`src/rtl/cfu_vec_pkg.sv`:
```
// Shared encodings and default geometry for the vector MAC custom function unit.
package cfu_vec_pkg;

  localparam int DEF_LANES  = 4;
  localparam int DEF_LANE_W = 8;
  localparam int DEF_LEN_W  = 7;

  typedef enum logic [2:0] {
    OP_SUM        = 3'd0,
    OP_DOT_S      = 3'd1,
    OP_DOT_U      = 3'd2,
    OP_SET_OFFSET = 3'd3,
    OP_STATUS     = 3'd4
  } op_t;

  typedef enum logic [2:0] {
    ST_IDLE  = 3'd0,
    ST_REQ_A = 3'd1,
    ST_REQ_B = 3'd2,
    ST_ACC   = 3'd3,
    ST_RESP  = 3'd4
  } state_t;

endpackage

```
`src/rtl/cfu_vec_lane_mac.sv`:
```
// Combinational reduction of one A word and one B word across all lanes.
module cfu_vec_lane_mac
  import cfu_vec_pkg::*;
#(
  parameter int LANES  = DEF_LANES,
  parameter int LANE_W = DEF_LANE_W
) (
  input  logic [2:0]              op,
  input  logic [LANES*LANE_W-1:0] word_a,
  input  logic [LANES*LANE_W-1:0] word_b,
  input  logic [15:0]             offset,
  output logic [31:0]             lane_sum
);

  logic [LANE_W-1:0] a_l, b_l;
  logic [31:0]       a_u, b_u, a_s, b_s, off_ext;

  // All arithmetic is done modulo 2**32; low bits of a product are sign-agnostic.
  always_comb begin
    lane_sum = '0;
    a_l      = '0;
    b_l      = '0;
    a_u      = '0;
    b_u      = '0;
    a_s      = '0;
    b_s      = '0;
    off_ext  = {{16{offset[15]}}, offset};
    for (int l = 0; l < LANES; l++) begin
      a_l = word_a[l*LANE_W +: LANE_W];
      b_l = word_b[l*LANE_W +: LANE_W];
      a_u = {{(32-LANE_W){1'b0}}, a_l};
      b_u = {{(32-LANE_W){1'b0}}, b_l};
      a_s = {{(32-LANE_W){a_l[LANE_W-1]}}, a_l};
      b_s = {{(32-LANE_W){b_l[LANE_W-1]}}, b_l};
      case (op)
        OP_SUM:   lane_sum = lane_sum + a_u + b_u;
        OP_DOT_S: lane_sum = lane_sum + (a_s + off_ext) * b_s;
        OP_DOT_U: lane_sum = lane_sum + a_u * b_u;
        default:  lane_sum = lane_sum;
      endcase
    end
  end

endmodule

```
`src/rtl/cfu_vec_mac.sv`:
```
// Vector MAC CFU: fetches N word pairs over a Wishbone classic read master
// and returns their lane-wise sum / dot product.
module cfu_vec_mac
  import cfu_vec_pkg::*;
#(
  parameter int LANES  = DEF_LANES,
  parameter int LANE_W = DEF_LANE_W,
  parameter int LEN_W  = DEF_LEN_W
) (
  input  logic        clk,
  input  logic        reset,
  // Handshakes: a beat transfers on the rising edge where valid && ready;
  // the sender holds valid and payload stable until that edge.
  input  logic        cmd_valid,
  output logic        cmd_ready,
  input  logic [9:0]  cmd_payload_function_id,
  input  logic [31:0] cmd_payload_inputs_0,
  input  logic [31:0] cmd_payload_inputs_1,
  output logic        rsp_valid,
  input  logic        rsp_ready,
  output logic [31:0] rsp_payload_outputs_0,
  output logic [29:0] cfu_ram_adr,
  output logic [31:0] cfu_ram_dat_mosi,
  output logic [3:0]  cfu_ram_sel,
  output logic        cfu_ram_cyc,
  output logic        cfu_ram_stb,
  output logic        cfu_ram_we,
  output logic [2:0]  cfu_ram_cti,
  output logic [1:0]  cfu_ram_bte,
  input  logic [31:0] cfu_ram_dat_miso,
  input  logic        cfu_ram_ack,
  input  logic        cfu_ram_err,
  output state_t      dbg_state
);

  state_t            state;
  logic [2:0]        op_q;
  logic [LEN_W-1:0]  len_q, idx, idx_next;
  logic [29:0]       addr_a, addr_b;
  logic [31:0]       acc, acc_next, lane_sum, result;
  logic [31:0]       word_a, word_b;
  logic [15:0]       offset;
  logic              err_q;
  logic [2:0]        op_in;
  logic [LEN_W-1:0]  n_in;
  logic              is_vec_op;
  logic              unused_bits;

  assign op_in       = cmd_payload_function_id[2:0];
  assign n_in        = cmd_payload_function_id[2+LEN_W:3];
  assign is_vec_op   = (op_in == OP_SUM) || (op_in == OP_DOT_S) || (op_in == OP_DOT_U);
  assign unused_bits = ^{cmd_payload_inputs_0[1:0], cmd_payload_inputs_1[1:0]};

  cfu_vec_lane_mac #(.LANES(LANES), .LANE_W(LANE_W)) u_lane_mac (
    .op       (op_q),
    .word_a   (word_a),
    .word_b   (word_b),
    .offset   (offset),
    .lane_sum (lane_sum)
  );

  assign acc_next = acc + lane_sum;
  assign idx_next = idx + 1'b1;

  always_ff @(posedge clk or posedge reset) begin
    if (reset) begin
      state  <= ST_IDLE;
      op_q   <= '0;
      len_q  <= '0;
      idx    <= '0;
      addr_a <= '0;
      addr_b <= '0;
      acc    <= '0;
      word_a <= '0;
      word_b <= '0;
      offset <= '0;
      err_q  <= 1'b0;
      result <= '0;
    end else begin
      case (state)
        ST_IDLE: begin
          if (cmd_valid) begin
            op_q   <= op_in;
            len_q  <= n_in;
            addr_a <= cmd_payload_inputs_0[31:2];
            addr_b <= cmd_payload_inputs_1[31:2];
            acc    <= '0;
            idx    <= '0;
            result <= '0;
            state  <= (is_vec_op && (n_in != '0)) ? ST_REQ_A : ST_RESP;
            // Side effects of the non-bus ops take place at acceptance.
            if (op_in == OP_SET_OFFSET) begin
              result <= {{16{offset[15]}}, offset};
              offset <= cmd_payload_inputs_0[15:0];
            end
            if (op_in == OP_STATUS) begin
              result <= {31'b0, err_q};
              err_q  <= 1'b0;
            end
          end
        end
        ST_REQ_A: begin
          if (cfu_ram_err) begin
            err_q  <= 1'b1;
            result <= '0;
            state  <= ST_RESP;
          end else if (cfu_ram_ack) begin
            word_a <= cfu_ram_dat_miso;
            state  <= ST_REQ_B;
          end
        end
        ST_REQ_B: begin
          if (cfu_ram_err) begin
            err_q  <= 1'b1;
            result <= '0;
            state  <= ST_RESP;
          end else if (cfu_ram_ack) begin
            word_b <= cfu_ram_dat_miso;
            state  <= ST_ACC;
          end
        end
        ST_ACC: begin
          acc <= acc_next;
          idx <= idx_next;
          if (idx_next == len_q) begin
            result <= acc_next;
            state  <= ST_RESP;
          end else begin
            state <= ST_REQ_A;
          end
        end
        ST_RESP: begin
          if (rsp_ready) state <= ST_IDLE;
        end
        default: state <= ST_IDLE;
      endcase
    end
  end

  assign cmd_ready             = (state == ST_IDLE);
  assign rsp_valid             = (state == ST_RESP);
  assign rsp_payload_outputs_0 = result;
  assign dbg_state             = state;

  assign cfu_ram_cyc      = (state == ST_REQ_A) || (state == ST_REQ_B);
  assign cfu_ram_stb      = cfu_ram_cyc;
  assign cfu_ram_adr      = ((state == ST_REQ_B) ? addr_b : addr_a) + {{(30-LEN_W){1'b0}}, idx};
  assign cfu_ram_dat_mosi = '0;
  assign cfu_ram_sel      = 4'b1111;
  assign cfu_ram_we       = 1'b0;
  assign cfu_ram_cti      = 3'b000;
  assign cfu_ram_bte      = 2'b00;

endmodule
```
`config.mk`:
```
export PLATFORM = sky130hd
export DESIGN_NAME = cfu_vec_mac
export DESIGN_NICKNAME = d
export VERILOG_FILES = /design/src/rtl/cfu_vec_pkg.sv /design/src/rtl/cfu_vec_lane_mac.sv /design/src/rtl/cfu_vec_mac.sv
export SDC_FILE = /design/constraint.sdc
export NUM_CORES = 2
export LEC_CHECK = 0
export ABC_AREA = 1
export BUFFER_PORTS_ARGS = -buffer_cell sky130_fd_sc_hd__buf_2
export CELL_PAD_IN_SITES_DETAIL_PLACEMENT = 1
export CELL_PAD_IN_SITES_GLOBAL_PLACEMENT = 2
export CORE_UTILIZATION = 35
export CTS_CLUSTER_DIAMETER = 80
export CTS_CLUSTER_SIZE = 12
export DETAILED_ROUTE_END_ITERATION = 7
export PLACE_DENSITY = 0.78
export RECOVER_POWER = 50
export SLEW_MARGIN = 15
export SYNTH_ARGS = -nofsm -noshare
export SYNTH_HDL_FRONTEND = slang
export SYNTH_SLANG_ARGS = --single-unit
```
`constraint.sdc`:
```
create_clock -name clk -period 17.7 [get_ports clk]
set_clock_uncertainty 0.2 [all_clocks]
set_input_delay 3.54 -clock clk [delete_from_list [all_inputs] [get_ports clk]]
set_output_delay 3.54 -clock clk [all_outputs]
set_load 0.01 [all_outputs]
```
==> impl_metrics.json <==
{
  "timing.fmax_mhz": 59.4,
  "num_rows": 139,
  "post_drt_wl_per_cell_um": 19.5,
  "ff2ff_path_depth": 82,
  "slowest_delay_ps": 530,
  "fin_tns_setup_ps": 0,
  "start_util": 0.354,
  "place_congestion": 0.892,
  "crit_path_frequent_cell": "inv_1",
  "cp.arrival_ps": 17160,
  "hp-class": "reg2reg",
  "ys_types": 66,
  "synth_area_um2": 50900,
  "drc": 6,
  "antenna_found_initial": 6,
  "yosys_warnings": 0,
  "synth_common_cells": "inv_1, nand2_1, fa_1",
  "yosysTopAreaCellShare": 0.259,
  "grt_pass1_vias": 48554,
  "vias": 45004,
  "fin_crit_ps": 16850,
  "reg2reg_to": "rsp_payload_outputs_0[25]",
  "wl_mm": 177,
  "synthCells": 6977,
  "dp_slack_ps": 116,
  "tightest_slew_ps": 5380,
  "fin_ws_ps": 854,
  "gr-usage-met3": 0.0122,
  "portBuffers": 178,
  "synth_area_leaders": "fa_1, ha_1, inv_1",
  "drv_slew": 402,
  "dr.first_iter.drc_count": 1895,
  "dieArea_um2": 147000,
  "slew_headroom": -2.59,
  "crit_path_end_kind": "flop",
  "gr-total-overflow": 0,
  "dieHeight_um": 384,
  "seq_area_frac_synth": 0.111,
  "grt.total_usage": 0.244,
  "worstPathRequired_ps": 18010,
  "die_w_um": 384,
  "hold_violations": 0,
  "path_clk_slew_ps": 70,
  "yosysMostFrequentCell": "inv_1",
  "grt_util_met2": 0.438,
  "holdBufCountCts": 0,
  "crit_end": "rsp_payload_outputs_0[25]",
  "dpl.hpwl_mm": 149,
  "grt.busiest_layer": "met2",
  "synth.avg_cell_area_um2": 7.30,
  "coreArea_um2": 144000,
  "clock-sinks": 225,
  "crit_start": "offset[1]",
  "r2r-start": "offset[1]",
  "cts_buffer_depth": 3,
  "synthFlopType": "dfrtp_1",
  "pin_count": 223,
  "clockRootBuffer": "clkbuf_16",
  "setup_viol": 0,
  "final_layout_size_suffix_gt1_frac": 0.0801,
  "r2r_slack_ps": 850,
  "insertion_delay_ps": 600,
  "grt_pass1_wl_mm": 279,
  "syn2layout_area_growth_pct": 9.04,
  "numCtsBuffers": 27,
  "grt_max_degree": 112,
  "min_period_over_period": 0.952,
  "slowest_stage": "fa_1",
  "synth-edff-count": 0,
  "status": "complete, but fails checks",
  "violations": "design-rule violations, max-capacitance violations, max-slew violations",
  "start_kind": "flop",
  "synth_seq_cells": 225,
  "worst-path-max-fanout": 5,
  "synth_area_leader_cell": "fa_1",
  "finalNetCount": 8523,
  "drt-pass1-iter-count": 7,
  "async_reset_ff_frac": 1.00,
  "cts.htree.levels": 1,
  "grtUsageMet1": 0.317,
  "cap_viol_max_count": 6,
  "cts_tree": "done",
  "antenna_left": 0,
  "viasPerCell": 4.96,
  "path_class": "reg2reg"
}
[how the worst min path moves through the flow]
| stage | start | to | slack [ps] | depth (start not counted) |
|---|---|---|---|---|
| floorplan | acc[0] | acc[0] | 250 | 2 |
| global placement | acc[0] | acc[0] | 260 | 2 |
| detailed placement | acc[8] | acc[8] | 280 | 2 |
| CTS | acc[22] | acc[22] | 290 | 2 |
| global route | acc[28] | acc[28] | 320 | 2 |
| finish | acc[2] | acc[2] | 290 | 2 |
[routing by layer]
layer  wire (µm)  share of wire  vias up
li1            -              -    21719
met1       79500           0.45    22684
met2       88300           0.50      469
met3        4300          0.024      132
met4        4930          0.028        0
met5           0              0        -
[placed cells by master (no fill, tap or decap), types with 29 or more instances in the layout]
master	count
a21oi_1	482
fa_1	659
or2_2	60
xor2_1	114
inv_1	1565
nand3_1	167
nand2_1	1522
mux2_2	52
nand4_1	31
dfrtp_1	225
xnor2_1	69
buf_2	176
nor2_1	545
o21ai_0	292
nor3_1	43
o21ai_1	29
buf_4	147
ha_1	586
conb_1	42
a21o_1	33
[through the flow]
step / instances / area, µm² / utilization / hold slack, ps
after floorplan: 7017 / 51100 / - / 248
after global placement: 9023 / 54400 / 0.378 / 265
after detailed placement: 9023 / 54400 / 0.378 / 277
after CTS: 9063 / 55300 / 0.384 / 295
after global routing: 9073 / 55500 / 0.386 / 318
final: 9076 / 55500 / 0.386 / 287
[state kept, by name (all words and copies together), names as in the netlist]
register	count
acc	32
rsp_payload_outputs_0	32
word_a	32
word_b	32
addr_a	30
addr_b	30
offset	16
idx	7
len_q	7
dbg_state	3
op_q	3
err_q	1
[final cells by class]
class,instances,area [µm²]
multi-input combinational,4984,38700
tap,1903,2380
sequential,225,5630
clock inverter,10,128
timing repair buffer,331,2020
fill,18078,88500
inverter,1588,5960
antenna,5,12.5
clock buffer,30,697
[cells by family (layout without fill, tap and decap cells)]
group                      after synthesis  in the layout  share of synthesized area
and+or+nand+nor                       2441           2441                      0.194
buffers and inverters                 1808           1959                      0.138
adders and majority gates             1254           1254                      0.405
AOI/OAI and AO/OA                     1010           1010                      0.110
DFF                                    225            225                      0.111
xor gates and xnor gates               184            184                     0.0316
muxes                                   53             53                     0.0117
other                                    2             47                   0.000147
[critical path, delay by kind of cell (launching register included)]
kind	cells	cell delay, ps
AOI/OAI and AO/OA	17	2240
xor gates and xnor gates	1	150
adders and majority gates	22	9770
buffers and inverters	21	1730
DFF	1	360
and+or+nand+nor	21	2290
[what timing repair did]
| action | 4_1_cts | 5_1_grt |
|---|---|---|
| gates resized for setup | 0 | 59 |
| endpoints found under the setup margin | 0 | 37 |
| setup buffers | 0 | 8 |
Power is left out: the tool's default activity adds up to more than one toggle a clock period on the data nets, which glitch-free logic cannot reach.
